[config.mk]
export PLATFORM = sky130hd
export DESIGN_NAME = kd_tree_root_ctrl
export DESIGN_NICKNAME = d
export VERILOG_FILES = /design/src/rtl/kd_tree_root_ctrl_pkg.sv /design/src/rtl/kd_center_fifo.sv /design/src/rtl/kd_tree_root_ctrl.sv
export SDC_FILE = /design/constraint.sdc
export NUM_CORES = 1
export LEC_CHECK = 0
export BUFFER_PORTS_ARGS = -buffer_cell sky130_fd_sc_hd__buf_2
export CAP_MARGIN = 20
export CORE_ASPECT_RATIO = 1.25
export CORE_UTILIZATION = 55
export DETAILED_ROUTE_END_ITERATION = 8
export PLACE_DENSITY = 0.84
export SLEW_MARGIN = 40
export SYNTH_ARGS = -nofsm -noshare
export SYNTH_HDL_FRONTEND = slang
export SYNTH_SLANG_ARGS = --single-unit
[constraint.sdc]
create_clock -name clk -period 3.3 [get_ports clk]
set_input_delay 0.66 -clock clk [delete_from_list [all_inputs] [get_ports clk]]
set_output_delay 0.66 -clock clk [all_outputs]
set_load 0.1 [all_outputs]
[src/rtl/kd_tree_root_ctrl_pkg.sv]
// kd_tree_root_ctrl_pkg: node command codes, bus widths and sequencer state encodings.
package kd_tree_root_ctrl_pkg;
  localparam int CMD_SIZE = 5;
  localparam int DATA_SIZE = 24;
  localparam int AXIS_SIZE = 2;
  localparam logic [CMD_SIZE-1:0] CMD_NOP              = 5'b00000;
  localparam logic [CMD_SIZE-1:0] CMD_RST              = 5'b11111;
  localparam logic [CMD_SIZE-1:0] CMD_RST_DONE         = 5'b11110;
  localparam logic [CMD_SIZE-1:0] CMD_CENTER_FILL      = 5'b00001;
  localparam logic [CMD_SIZE-1:0] CMD_CFG_AXIS         = 5'b00010;
  localparam logic [CMD_SIZE-1:0] CMD_CENTER_FILL_DONE = 5'b00101;
  localparam logic [CMD_SIZE-1:0] CMD_CFG_AXIS_DONE    = 5'b00111;
  typedef enum logic [2:0] {S_IDLE, S_RESET, S_LOAD, S_FILL, S_HOLD, S_AXIS, S_DONE} state_t;
endpackage

[src/rtl/kd_center_fifo.sv]
// kd_center_fifo: show-ahead synchronous center buffer with async reset; push when full is allowed alongside a pop.
module kd_center_fifo #(
  parameter int DEPTH = 16,
  parameter int WIDTH = 24
) (
  input  logic                       clk,
  input  logic                       rst,
  input  logic                       push,
  input  logic                       pop,
  input  logic [WIDTH-1:0]           din,
  output logic [WIDTH-1:0]           dout,
  output logic [$clog2(DEPTH):0]     count,
  output logic                       full,
  output logic                       empty
);
  localparam int AW = $clog2(DEPTH);
  logic [WIDTH-1:0] r_mem [DEPTH];
  logic [AW-1:0] r_wr, r_rd;
  logic [AW:0] r_count;
  logic w_pop, w_push;
  assign w_pop = pop & ~empty;
  assign w_push = push & (~full | w_pop);
  assign dout = r_mem[r_rd];
  assign count = r_count;
  assign full = r_count == (AW+1)'(DEPTH);
  assign empty = r_count == '0;
  always_ff @(posedge clk)
    if (w_push) r_mem[r_wr] <= din;
  always_ff @(posedge clk or posedge rst)
    if (rst) begin
      r_wr <= '0;
      r_rd <= '0;
      r_count <= '0;
    end else begin
      if (w_push) r_wr <= r_wr + AW'(1);
      if (w_pop) r_rd <= r_rd + AW'(1);
      r_count <= r_count + (AW+1)'(w_push) - (AW+1)'(w_pop);
    end
endmodule

[src/rtl/kd_tree_root_ctrl.sv]
// kd_tree_root_ctrl: sequences tree reset, buffered center broadcast and sort-axis setup on the root node port.
module kd_tree_root_ctrl
  import kd_tree_root_ctrl_pkg::*;
#(
  parameter int NUM_CENTERS = 8,
  parameter int FIFO_DEPTH = 16,
  parameter int TIMEOUT = 255
) (
  input  logic                 clk,
  input  logic                 rst,
  input  logic                 start,
  input  logic [AXIS_SIZE-1:0] axis_in,
  input  logic [DATA_SIZE-1:0] center_in,
  input  logic                 center_in_valid,
  output logic                 center_in_ready,
  output logic [CMD_SIZE-1:0]  command_to_root,
  output logic [DATA_SIZE-1:0] data_to_root,
  input  logic [CMD_SIZE-1:0]  command_from_root,
  input  logic [DATA_SIZE-1:0] data_from_root,
  output logic                 busy,
  output logic                 done,
  output logic                 error
);
  localparam int CW = $clog2(FIFO_DEPTH) + 1;
  localparam int FW = $clog2(NUM_CENTERS) + 1;
  localparam int WW = $clog2(TIMEOUT + 1);
  state_t r_state;
  logic [CMD_SIZE-1:0] r_cmd;
  logic [DATA_SIZE-1:0] r_data;
  logic [AXIS_SIZE-1:0] r_axis;
  logic [WW-1:0] r_wait;
  logic [FW-1:0] r_fill;
  logic r_done, r_error;
  logic [DATA_SIZE-1:0] w_dout;
  logic [CW-1:0] w_count;
  logic w_full, w_empty, w_pop, w_reply, w_tmo, w_unused_root;
  logic [CMD_SIZE-1:0] w_expect;
  assign w_unused_root = ^data_from_root;
  assign w_pop = r_state == S_FILL && !w_empty;
  // a pop frees a slot this same cycle, so a full buffer can still take a center
  assign center_in_ready = ~w_full | w_pop;
  assign w_expect = r_state == S_RESET ? CMD_RST_DONE : r_state == S_HOLD ? CMD_CENTER_FILL_DONE : CMD_CFG_AXIS_DONE;
  assign w_reply = command_from_root == w_expect;
  assign w_tmo = r_wait == WW'(TIMEOUT - 1);
  assign command_to_root = r_cmd;
  assign data_to_root = r_data;
  assign busy = r_state != S_IDLE;
  assign done = r_done;
  assign error = r_error;
  kd_center_fifo #(.DEPTH(FIFO_DEPTH), .WIDTH(DATA_SIZE)) u_fifo (
    .clk(clk), .rst(rst), .push(center_in_valid & center_in_ready), .pop(w_pop),
    .din(center_in), .dout(w_dout), .count(w_count), .full(w_full), .empty(w_empty)
  );
  always_ff @(posedge clk or posedge rst)
    if (rst) begin
      r_state <= S_IDLE;
      r_cmd <= CMD_NOP;
      r_data <= '0;
      r_axis <= '0;
      r_wait <= '0;
      r_fill <= '0;
      r_done <= 1'b0;
      r_error <= 1'b0;
    end else begin
      r_done <= 1'b0;
      case (r_state)
        S_IDLE: if (start) begin
          r_state <= S_RESET;
          r_cmd <= CMD_RST;
          r_data <= '0;
          r_axis <= axis_in;
          r_error <= 1'b0;
          r_wait <= '0;
        end
        S_RESET, S_HOLD, S_AXIS:
          if (w_reply) begin
            r_wait <= '0;
            r_state <= r_state == S_RESET ? S_LOAD : r_state == S_HOLD ? S_AXIS : S_DONE;
            r_cmd <= r_state == S_HOLD ? CMD_CFG_AXIS : CMD_NOP;
            r_data <= r_state == S_HOLD ? {{(DATA_SIZE-AXIS_SIZE){1'b0}}, r_axis} : '0;
            r_done <= r_state == S_AXIS;
          end else if (w_tmo) begin
            r_state <= S_IDLE;
            r_cmd <= CMD_NOP;
            r_data <= '0;
            r_error <= 1'b1;
          end else r_wait <= r_wait + WW'(1);
        S_LOAD: begin
          r_fill <= '0;
          if (w_count >= CW'(NUM_CENTERS)) r_state <= S_FILL;
        end
        S_FILL: begin
          r_cmd <= CMD_CENTER_FILL;
          r_data <= w_dout;
          r_fill <= r_fill + FW'(1);
          if (r_fill == FW'(NUM_CENTERS - 1)) begin
            r_state <= S_HOLD;
            r_wait <= '0;
          end
        end
        S_DONE: r_state <= S_IDLE;
        default: r_state <= S_IDLE;
      endcase
    end
endmodule
==> metrics.txt, run 1 <==
status complete, no violations; Crit path max-delay family adder cells; crit end category register; Synth Instances 948; Final Instance Area 20200 um^2; leading area contributor after synthesis edfxtp_1; worst endpoint required time 3.76 ns; Rows 73; fin nets 1122; Synth Register Bits 443; Die ar. 33090 um^2; Final Hold Fails 0; sequential area share after synthesis 0.7309; Worst Clk Skew 0.01546 ns; Wirelength per Cell 26.50 um; Final Worst Setup Slack 0.5294 ns; max-slew violations 0; synthesized area 17800 um^2; RSZ-0062 raised after global routing false; Tightest Pin Transition 0.7956 ns; post-CTS sizing 0; Residual DRC 0; Setup Fix Bufs, Post-CTS 0; synth cell count leaders edfxtp_1 (384), mux4_2 (94), dfrtp_1 (59), nor2_1 (54), nand2_1 (45); buffers and inverters on the worst path 3; DRT antenna net count 0; setup violators final 0; power per cell area 876.3 nW/um^2; Arrival @ worst endpoint 3.23 ns; Yosys top cell area share 0.6479; Setup TNS 0 ns; core box area 31790 um^2; Final Power 17.71 mW; Layout area overhead 13.53%; DP Area 18900 um^2; layout cell share with drive strength beyond 1 0.2966; Synth area leaders edfxtp_1 (65%), mux4_2 (12%), dfrtp_1 (8.3%); GRT Total Usage 0.2488; Horiz. Die Dim 162.9 um; aggregate global routing overflow 0; share of synthesized registers carrying an async set or reset 0.1332; vias per cell 6.382; hold buffers post-CTS 0; Clock Path Buffers 3; worst vdd ir 0.7660 mV; clock root cell clkbuf_16; largest net degree at the start of global routing 45; Post-Route WL 39.56 mm; initial core utilization 0.5599; Max Clk Rate 360.9 MHz; TritonCTS Buffers 41; cell mode on critical path ha_1; I/O Buffers 67; CTS tree done; Worst path slowest cell fa_1; post-synth cell types 59; Top FF cell, synth edfxtp_1; Pre-Repair DR Iteration Count 5; Tcrit/Tclk final 0.8396; relative slew slack 0.4696; H-tree levels 2; clk_lat worst skew 0.55 ns; DP HPWL 22.39 mm; syn_area_per_cell 18.77 um^2; Critical Path Max Stage Delay 0.44 ns; initial antenna violation count 2; Post-synth EDFFs 384; leakage power 6.894 nW; worst hold path class in2async; clock period minus worst slack 2.771 ns; worst slack, placed 0.5809 ns; via count 9528; Synthesized Nets 1024; first-pass GRT wire length 59.51 mm; initial drt markers 1254; cells along the critical path inv_1 > ha_1 > nor3b_1 > a21oi_1 > buf_4 > ha_1 > inv_1 > ha_1 > fa_1 > a21oi_1 > nor2_1 > nor2_1 > xor2_1; Clock Pin Slew Worst Setup and Hold Paths 0.07 ns; Worst setup SP type register; vias in the first global route 9903; Fillers 2044; Die Ht 203.1 um; kind of critical path reg2reg; count leader, synth edfxtp_1; CTS Sinks 443; synth warn 0; Routability Congestion 0.8119; Ports 92; Max Cap Viol 0; critical-path maximum fanout 6
## worst paths after layout
kind                                       to  slack (ns)  cells past startpoint                from
max                           u_fifo.count[4]        0.53                     13     u_fifo.count[2]
min                            u_fifo.r_rd[3]        0.10                      2                 rst
max reg2reg                   u_fifo.count[4]        0.53                     13     u_fifo.count[2]
min reg2reg                command_to_root[1]        0.50                      1  command_to_root[1]
max in group asynchronous      u_fifo.r_rd[0]        2.47                      3                 rst
min in group clk                    r_axis[0]        0.37                      2          axis_in[0]
## cell usage in the layout, fill, tap and decap left out, drive strengths merged, types with 3 or more instances in the layout
cell / n
nand2: 45
clkbuf: 60
a31oi: 4
nand2b: 6
ha: 16
buf: 112
o31a: 4
inv: 19
o21ai: 19
clkinvlp: 3
xor2: 5
nor4b: 3
a21oi: 15
and2: 4
nor3: 9
nand3: 9
clkinv: 11
o22ai: 25
a211oi: 22
and3: 22
mux4: 94
nand4: 9
xnor2: 5
dfrtp: 59
edfxtp: 384
mux2i: 26
nor2: 54
a21o: 3
## metrics by stage
step / hold slack, ns / utilization / std cells
final: 0.1031 / 0.6356 / 1493
after global placement: 0.4803 / 0.5947 / 1415
after floorplan: 0.4729 / - / 948
after global routing: 0.1244 / 0.6356 / 1492
after CTS: 0.09944 / 0.6355 / 1491
after detailed placement: 0.4944 / 0.5947 / 1415
## state kept, by name, summed over array words and instances (netlist names), 3 cells and up
name	cells
u_fifo.r_mem	384
r_state	3
u_fifo.r_wr	4
r_fill	4
data_to_root	24
command_to_root	3
u_fifo.r_rd	4
r_wait	8
u_fifo.count	5
## worst register-to-register path: cells and delay by family, from the launching register on
kind / cells / cell delay [ns]
fa+ha+maj: 4 / 1.07
compound gates: 2 / 0.27
flops: 1 / 0.38
buf+inv: 3 / 0.31
xor+xnor: 1 / 0.17
simple gates: 3 / 0.50
## power breakdown
part	internal (mW)	switching, mW
clock	2.57	1.98
sequential	6.85	0.581
combinational	2.19	3.54
total	11.6	6.10
## logic make-up after synthesis
kind of cell / after synthesis / share of synthesized area
xor+xnor: 10 / 0.004921
compound gates: 108 / 0.04760
fa+ha+maj: 17 / 0.01237
buf+inv: 75 / 0.02207
flops: 443 / 0.7309
simple gates: 173 / 0.04731
mux: 122 / 0.1348
## layout make-up
class / count / area, um^2 / area share
diodes: 2 / 5.005 / 0.0002477
clock inverters: 16 / 116.4 / 0.005759
multi-input cells: 430 / 4479 / 0.2217
inverters: 18 / 67.56 / 0.003344
well taps: 412 / 515.5 / 0.02551
clock buffers: 60 / 1180 / 0.05840
flip-flops and latches: 443 / 13020 / 0.6443
repair buffers: 112 / 823.3 / 0.04075
## metal layers
metal / vias to the layer above / track usage / share of wire
met5: - / 0 / 0.00025
met4: 2 / 0.1091 / 0.038
met3: 104 / 0.04740 / 0.088
met2: 555 / 0.4191 / 0.52
met1: 4867 / 0.3146 / 0.35
li1: 4000 / - / -
Power figures use the tool's default switching activity.
==> inputs of run 2 (changes only) <==
==> constraint.sdc (replaced) <==
create_clock -name clk -period 2.5 [get_ports clk]
set_input_delay 0.5 -clock clk [delete_from_list [all_inputs] [get_ports clk]]
set_output_delay 0.5 -clock clk [all_outputs]
set_load 0.1 [all_outputs]
==> run 2 against run 1 <==
Effect of this change: global-route usage fell by 0.49 points; non-clock buffer count grew 19; worst hold slack got worse by 0.062 ns; maximum frequency is 18% higher; clock skew grew 0.019 ns; via count up 0.55%; largest power group unchanged.
==> metrics.txt, run 2 (synthesis gave the netlist of run 1 again) <==
GRT Total Usage 0.2439 (was 0.2488); vias in the first global route 9734 (was 9903); commonest non-fill, non-tap cell in the layout edfxtp_1 (unchanged); # placed instances 1430 (was 1415); layout cell share with drive strength beyond 1 0.3184 (was 0.2966); max reg flops 384 (unchanged); Routability Congestion 0.8434 (was 0.8119); Finished Layout Cells 1508 (was 1493); relative slew slack 0.5488 (was 0.4696); worst hold path class in2async (unchanged); clock period minus worst slack 2.358 ns (was 2.771 ns); H-tree levels 2 (unchanged); most frequent cells in the layout edfxtp_1 (384), mux4_2 (94), buf_2 (66) (was edfxtp_1 (384), mux4_2 (94), buf_2 (67)); cells along the critical path inv_2 > ha_4 > nor3b_4 > a21oi_2 > ha_1 > inv_1 > ha_2 > fa_2 > a21oi_2 > nor2_1 > nor2_1 > xor2_1 (was inv_1 > ha_1 > nor3b_1 > a21oi_1 > buf_4 > ha_1 > inv_1 > ha_1 > fa_1 > a21oi_1 > nor2_1 > nor2_1 > xor2_1); Antenna Cells 0 (was 2); fin nets 1140 (was 1122); crit end category register (unchanged); Worst path slowest cell dfrtp_1 (was fa_1); buffers and inverters on the worst path 2 (was 3); clock root cell clkbuf_16 (unchanged); worst endpoint required time 2.95 ns (was 3.76 ns); kind of critical path reg2reg (unchanged); CTS tree done (unchanged); worst vdd ir 1.331 mV (was 0.7660 mV); hold_ws 0.04104 ns (was 0.1031 ns); status complete, no violations (unchanged); Max Cap Viol 0 (unchanged); largest net degree at the start of global routing 37 (was 45); aggregate global routing overflow 0 (unchanged); Final Hold Fails 0 (unchanged); vias per cell 6.353 (was 6.382); Tcrit/Tclk final 0.9431 (was 0.8396); worst reg2reg path endpoint u_fifo.count[4] (unchanged); Ports 92 (unchanged); TritonCTS Buffers 40 (was 41); hold buffers post-CTS 0 (unchanged); setup violators final 0 (unchanged); first-pass GRT wire length 58.39 mm (was 59.51 mm); Critical Path Max Stage Delay 0.39 ns (was 0.44 ns); R2R Setup Slk 0.14 ns (was 0.53 ns); via count 9580 (was 9528); Layout area overhead 15.87% (was 13.53%); Clock Path Buffers 3 (unchanged); power per cell area 1167 nW/um^2 (was 876.3 nW/um^2); Crit path max-delay family adder cells (unchanged); Tightest Pin Transition 0.6706 ns (was 0.7956 ns); DP HPWL 22.68 mm (was 22.39 mm); Rows 73 (unchanged); initial antenna violation count 2 (unchanged); Max Clk Rate 424.1 MHz (was 360.9 MHz); DRT antenna net count 0 (unchanged); CTS Sinks 443 (unchanged); Final Worst Setup Slack 0.1422 ns (was 0.5294 ns); Residual DRC 0 (unchanged); Worst Clk Skew 0.03443 ns (was 0.01546 ns); initial drt markers 1047 (was 1254); Post-Route WL 39.27 mm (was 39.56 mm); Wirelength per Cell 26.04 um (was 26.50 um); final core utilization 0.6488 (was 0.6356); Clock Pin Slew Worst Setup and Hold Paths 0.07 ns (about the same); core box area 31790 um^2 (unchanged); Biggest register u_fifo.r_mem (unchanged); Die ar. 33090 um^2 (unchanged); Worst setup SP type register (unchanged); I/O Buffers 67 (unchanged); RSZ-0062 raised after global routing true (was false); Final Power 24.06 mW (was 17.71 mW); Stages on worst setup path 12 (was 13); Horiz. Die Dim 162.9 um (unchanged); worst slack, placed 0.02409 ns (was 0.5809 ns); max-slew violations 0 (unchanged); critical-path maximum fanout 3 (was 6); Arrival @ worst endpoint 2.81 ns (was 3.23 ns); Die Ht 203.1 um (unchanged); clk_lat worst skew 0.55 ns (about the same); Reg2Reg Depth 12 (was 13); initial core utilization 0.5599 (unchanged); Pre-Repair DR Iteration Count 5 (unchanged); reg2reg start u_fifo.count[2] (unchanged); leakage power 7.063 nW (was 6.894 nW)
run 2: worst max-delay path by stage:
stage / startpoint / to / slack (ns)
after global placement: u_fifo.count[2] / u_fifo.count[4] / 0.09
after floorplan: r_state[2] / u_fifo.r_mem[3][0] / -0.20
after CTS: u_fifo.count[2] / u_fifo.count[4] / 0.009
after detailed placement: u_fifo.count[2] / u_fifo.count[4] / 0.02
final: u_fifo.count[2] / u_fifo.count[4] / 0.14
after global routing: u_fifo.count[2] / u_fifo.count[4] / -0.03
run 2: report_power, final:
part	internal, mW	switching [mW]	leakage (nW)
Combinational	3.20	5.00	2.19
Sequential	9.04	0.629	4.22
Clock	3.62	2.57	0.653
run 2: timing repair:
action	in CTS	in global routing
buffers inserted	0	4
pin swaps	0	6
gates resized for setup	1	6
setup endpoints to repair	1	1
run 2: final cells by class:
class                           instances  area, um^2
Clock inverter                         16       183.9
Tap cell                              412       515.5
Clock buffer                           58        1150
Multi-Input combinational cell        430        4656
Fill cell                            2005       11160
Inverter                               18       67.56
Sequential cell                       443       13020
Timing Repair Buffer                  131        1031
run 2: per-layer routing:
layer / vias up / global-route usage / routed length (um)
met4: 4 / 0.1035 / 1338
met1: 4917 / 0.3236 / 14830
met5: - / 0 / 21
met2: 523 / 0.4036 / 20170
li1: 4036 / - / -
met3: 100 / 0.03718 / 2919
run 2: metrics by stage:
stage	instance area, um^2	setup TNS (ns)
2_1_floorplan	18050	-18.54
3_3_place_gp	19230	0
4_1_cts	20570	0
3_5_place_dp	19230	0
5_1_grt	20620	-0.03362
6_report	20620	0
==> inputs of run 3 (changes only) <==
--- a/config.mk
+++ b/config.mk
@@ -8,9 +8,10 @@
 export BUFFER_PORTS_ARGS = -buffer_cell sky130_fd_sc_hd__buf_2
 export CAP_MARGIN = 20
 export CORE_ASPECT_RATIO = 1.25
-export CORE_UTILIZATION = 55
+export CORE_MARGIN = 1
+export CORE_UTILIZATION = 60
 export DETAILED_ROUTE_END_ITERATION = 8
-export PLACE_DENSITY = 0.84
+export PLACE_DENSITY = 0.86
 export SLEW_MARGIN = 40
 export SYNTH_ARGS = -nofsm -noshare
 export SYNTH_HDL_FRONTEND = slang
==> constraint.sdc (replaced) <==
create_clock -name clk -period 2.85 [get_ports clk]
set_input_delay 0.57 -clock clk [delete_from_list [all_inputs] [get_ports clk]]
set_output_delay 0.57 -clock clk [all_outputs]
set_load 0.1 [all_outputs]
==> run 3 against run 2 <==
Effect of this change: critical path depth unchanged; non-clock buffer count decreased by 4; sequential power decreased by 12%; worst hold slack improved by 0.11 ns; power decreased by 14%; maximum frequency decreased by 8.9%; register-to-register slack improved by 0.12 ns; highest routed layer unchanged; clock power decreased by 14%; sequential share of layout area increased by 1.0 points; worst setup slack improved by 0.12 ns; first-iteration DRC count increased by 5.3%; global-route usage increased by 2.2 points.
==> metrics.txt, run 3 (synthesis gave the netlist of run 1 again) <==
Routability Congestion 0.7904 (was 0.8434); clk_lat worst skew 0.55 ns (about the same); Rows 70 (was 73); Max Clk Rate 386.5 MHz (was 424.1 MHz); Worst path slowest cell fa_1 (was dfrtp_1); first-pass GRT wire length 58.37 mm (was 58.39 mm); Pint 13.55 mW (was 15.87 mW); crit end category register (unchanged); Worst setup SP type register (unchanged); worst endpoint required time 3.30 ns (was 2.95 ns); Tightest Pin Transition 0.7244 ns (was 0.6706 ns); fin nets 1137 (was 1140); reg2reg start u_fifo.count[2] (unchanged); most frequent cells in the layout edfxtp_1 (384), mux4_2 (94), buf_2 (66) (unchanged); Worst Clk Skew 0.02929 ns (was 0.03443 ns); vias in the first global route 9935 (was 9734); max-slew violations 0 (unchanged); Sw Ratio 0.3414 (was 0.3407); clock period minus worst slack 2.587 ns (was 2.358 ns); Max Cap Viol 0 (unchanged); Final Instance Area 20290 um^2 (was 20620 um^2); Final Power 20.57 mW (was 24.06 mW); cells along the critical path inv_1 > ha_1 > nor3b_1 > buf_4 > nand3_4 > and2_1 > ha_1 > fa_1 > a21oi_1 > nor2_1 > nor2_1 > xor2_1 (was inv_2 > ha_4 > nor3b_4 > a21oi_2 > ha_1 > inv_1 > ha_2 > fa_2 > a21oi_2 > nor2_1 > nor2_1 > xor2_1); Residual DRC 0 (unchanged); largest net degree at the start of global routing 34 (was 37); worst reg2reg path endpoint u_fifo.count[4] (unchanged); max reg flops 384 (unchanged); Die Ht 194.6 um (was 203.1 um); TritonCTS Buffers 41 (was 40); layout cell share with drive strength beyond 1 0.3047 (was 0.3184); via count 9578 (was 9580); H-tree levels 2 (unchanged); critical-path maximum fanout 3 (unchanged); Setup Fix Bufs, Post-CTS 0 (unchanged); worst slack, placed 0.2603 ns (was 0.02409 ns); post-CTS sizing 0 (was 1); worst vdd ir 0.6450 mV (was 1.331 mV); final core utilization 0.6935 (was 0.6488); CTS Sinks 443 (unchanged); vias per cell 6.428 (was 6.353); DP HPWL 22.08 mm (was 22.68 mm); GRT Total Usage 0.2662 (was 0.2439); clock root cell clkbuf_16 (unchanged); aggregate global routing overflow 0 (unchanged); I/O Buffers 67 (unchanged); setup violators final 0 (unchanged); initial core utilization 0.6084 (was 0.5599); kind of critical path reg2reg (unchanged); leakage power 6.981 nW (was 7.063 nW); Die ar. 30360 um^2 (was 33090 um^2); Final Hold Fails 0 (unchanged); Post-Route WL 38.78 mm (was 39.27 mm); DP Area 18970 um^2 (was 19230 um^2); R2R Setup Slk 0.26 ns (was 0.14 ns); Reg2Reg Depth 12 (unchanged); hold buffers post-CTS 0 (unchanged); clock network power share 0.259 (was 0.257); DRT antenna net count 0 (unchanged); Wirelength per Cell 26.02 um (was 26.04 um); Setup TNS 0 ns (unchanged); Arrival @ worst endpoint 3.03 ns (was 2.81 ns); hold_ws 0.1516 ns (was 0.04104 ns); Biggest register u_fifo.r_mem (unchanged); Critical Path Max Stage Delay 0.44 ns (was 0.39 ns); Layout area overhead 13.98% (was 15.87%); Pre-Repair DR Iteration Count 7 (was 5); Clock Pin Slew Worst Setup and Hold Paths 0.07 ns (about the same); power per cell area 1014 nW/um^2 (was 1167 nW/um^2); Final Worst Setup Slack 0.2627 ns (was 0.1422 ns); Horiz. Die Dim 156.0 um (was 162.9 um); combinational share of power 0.325 (was 0.341); initial antenna violation count 2 (unchanged); Clock Path Buffers 3 (unchanged); core box area 29250 um^2 (was 31790 um^2); Ports 92 (unchanged); initial drt markers 1102 (was 1047); status complete, no violations (unchanged); commonest non-fill, non-tap cell in the layout edfxtp_1 (unchanged); NetSw 7.024 mW (was 8.197 mW); RSZ-0062 raised after global routing false (was true); Flop pwr share 0.416 (was 0.402); Finished Layout Cells 1490 (was 1508); relative slew slack 0.5164 (was 0.5488); CTS tree done (unchanged); worst hold path class in2async (unchanged); # placed instances 1414 (was 1430); Tcrit/Tclk final 0.9078 (was 0.9431)
==> run 3: layer usage <==
metal  up-vias  track usage  share of wire  routed length (um)
met1      4868       0.3386           0.36               14090
li1       4027            -              -                   -
met2       558       0.4418           0.51               19610
met4         2       0.1275          0.044                1693
met5         -            0        0.00028                  11
met3       123      0.05240          0.087                3367
==> run 3: how the worst max path moves through the flow <==
stage	slack, ns	cells after the start	start	to
CTS	0.25	12	u_fifo.count[3]	u_fifo.count[4]
finish	0.26	12	u_fifo.count[2]	u_fifo.count[4]
floorplan	0.005	12	u_fifo.count[2]	u_fifo.count[4]
detailed placement	0.26	12	u_fifo.count[3]	u_fifo.count[4]
global route	0.06	12	u_fifo.count[3]	u_fifo.count[4]
global placement	0.36	12	u_fifo.count[2]	u_fifo.count[4]
==> run 3: cell type report <==
cell class	instances	area (um^2)
Tap cell	396	495.5
Clock buffer	53	1112
Antenna cell	1	2.502
Clock inverter	22	197.7
Inverter	18	67.56
Timing Repair Buffer	127	900.9
Fill cell	1762	8967
Multi-Input combinational cell	430	4492
Sequential cell	443	13020
==> run 3: power by group through the flow <==
stage / clock, mW / sequential, mW / combinational [mW]
5_1_grt: 5.61 / 8.62 / 7.10
6_report: 5.33 / 8.55 / 6.69
3_5_place_dp: 0 / 8.64 / 6.62
2_1_floorplan: 0 / 9.15 / 4.47
4_1_cts: 5.39 / 8.54 / 6.74
3_3_place_gp: 0 / 8.59 / 6.45
==> run 3: critical path: cells and delay by family (launching register included) <==
kind,cells,cell delay (ns)
fa+ha+maj,3,0.82
simple gates,5,0.70
flops,1,0.38
buf+inv,2,0.29
compound gates,1,0.16
xor+xnor,1,0.16
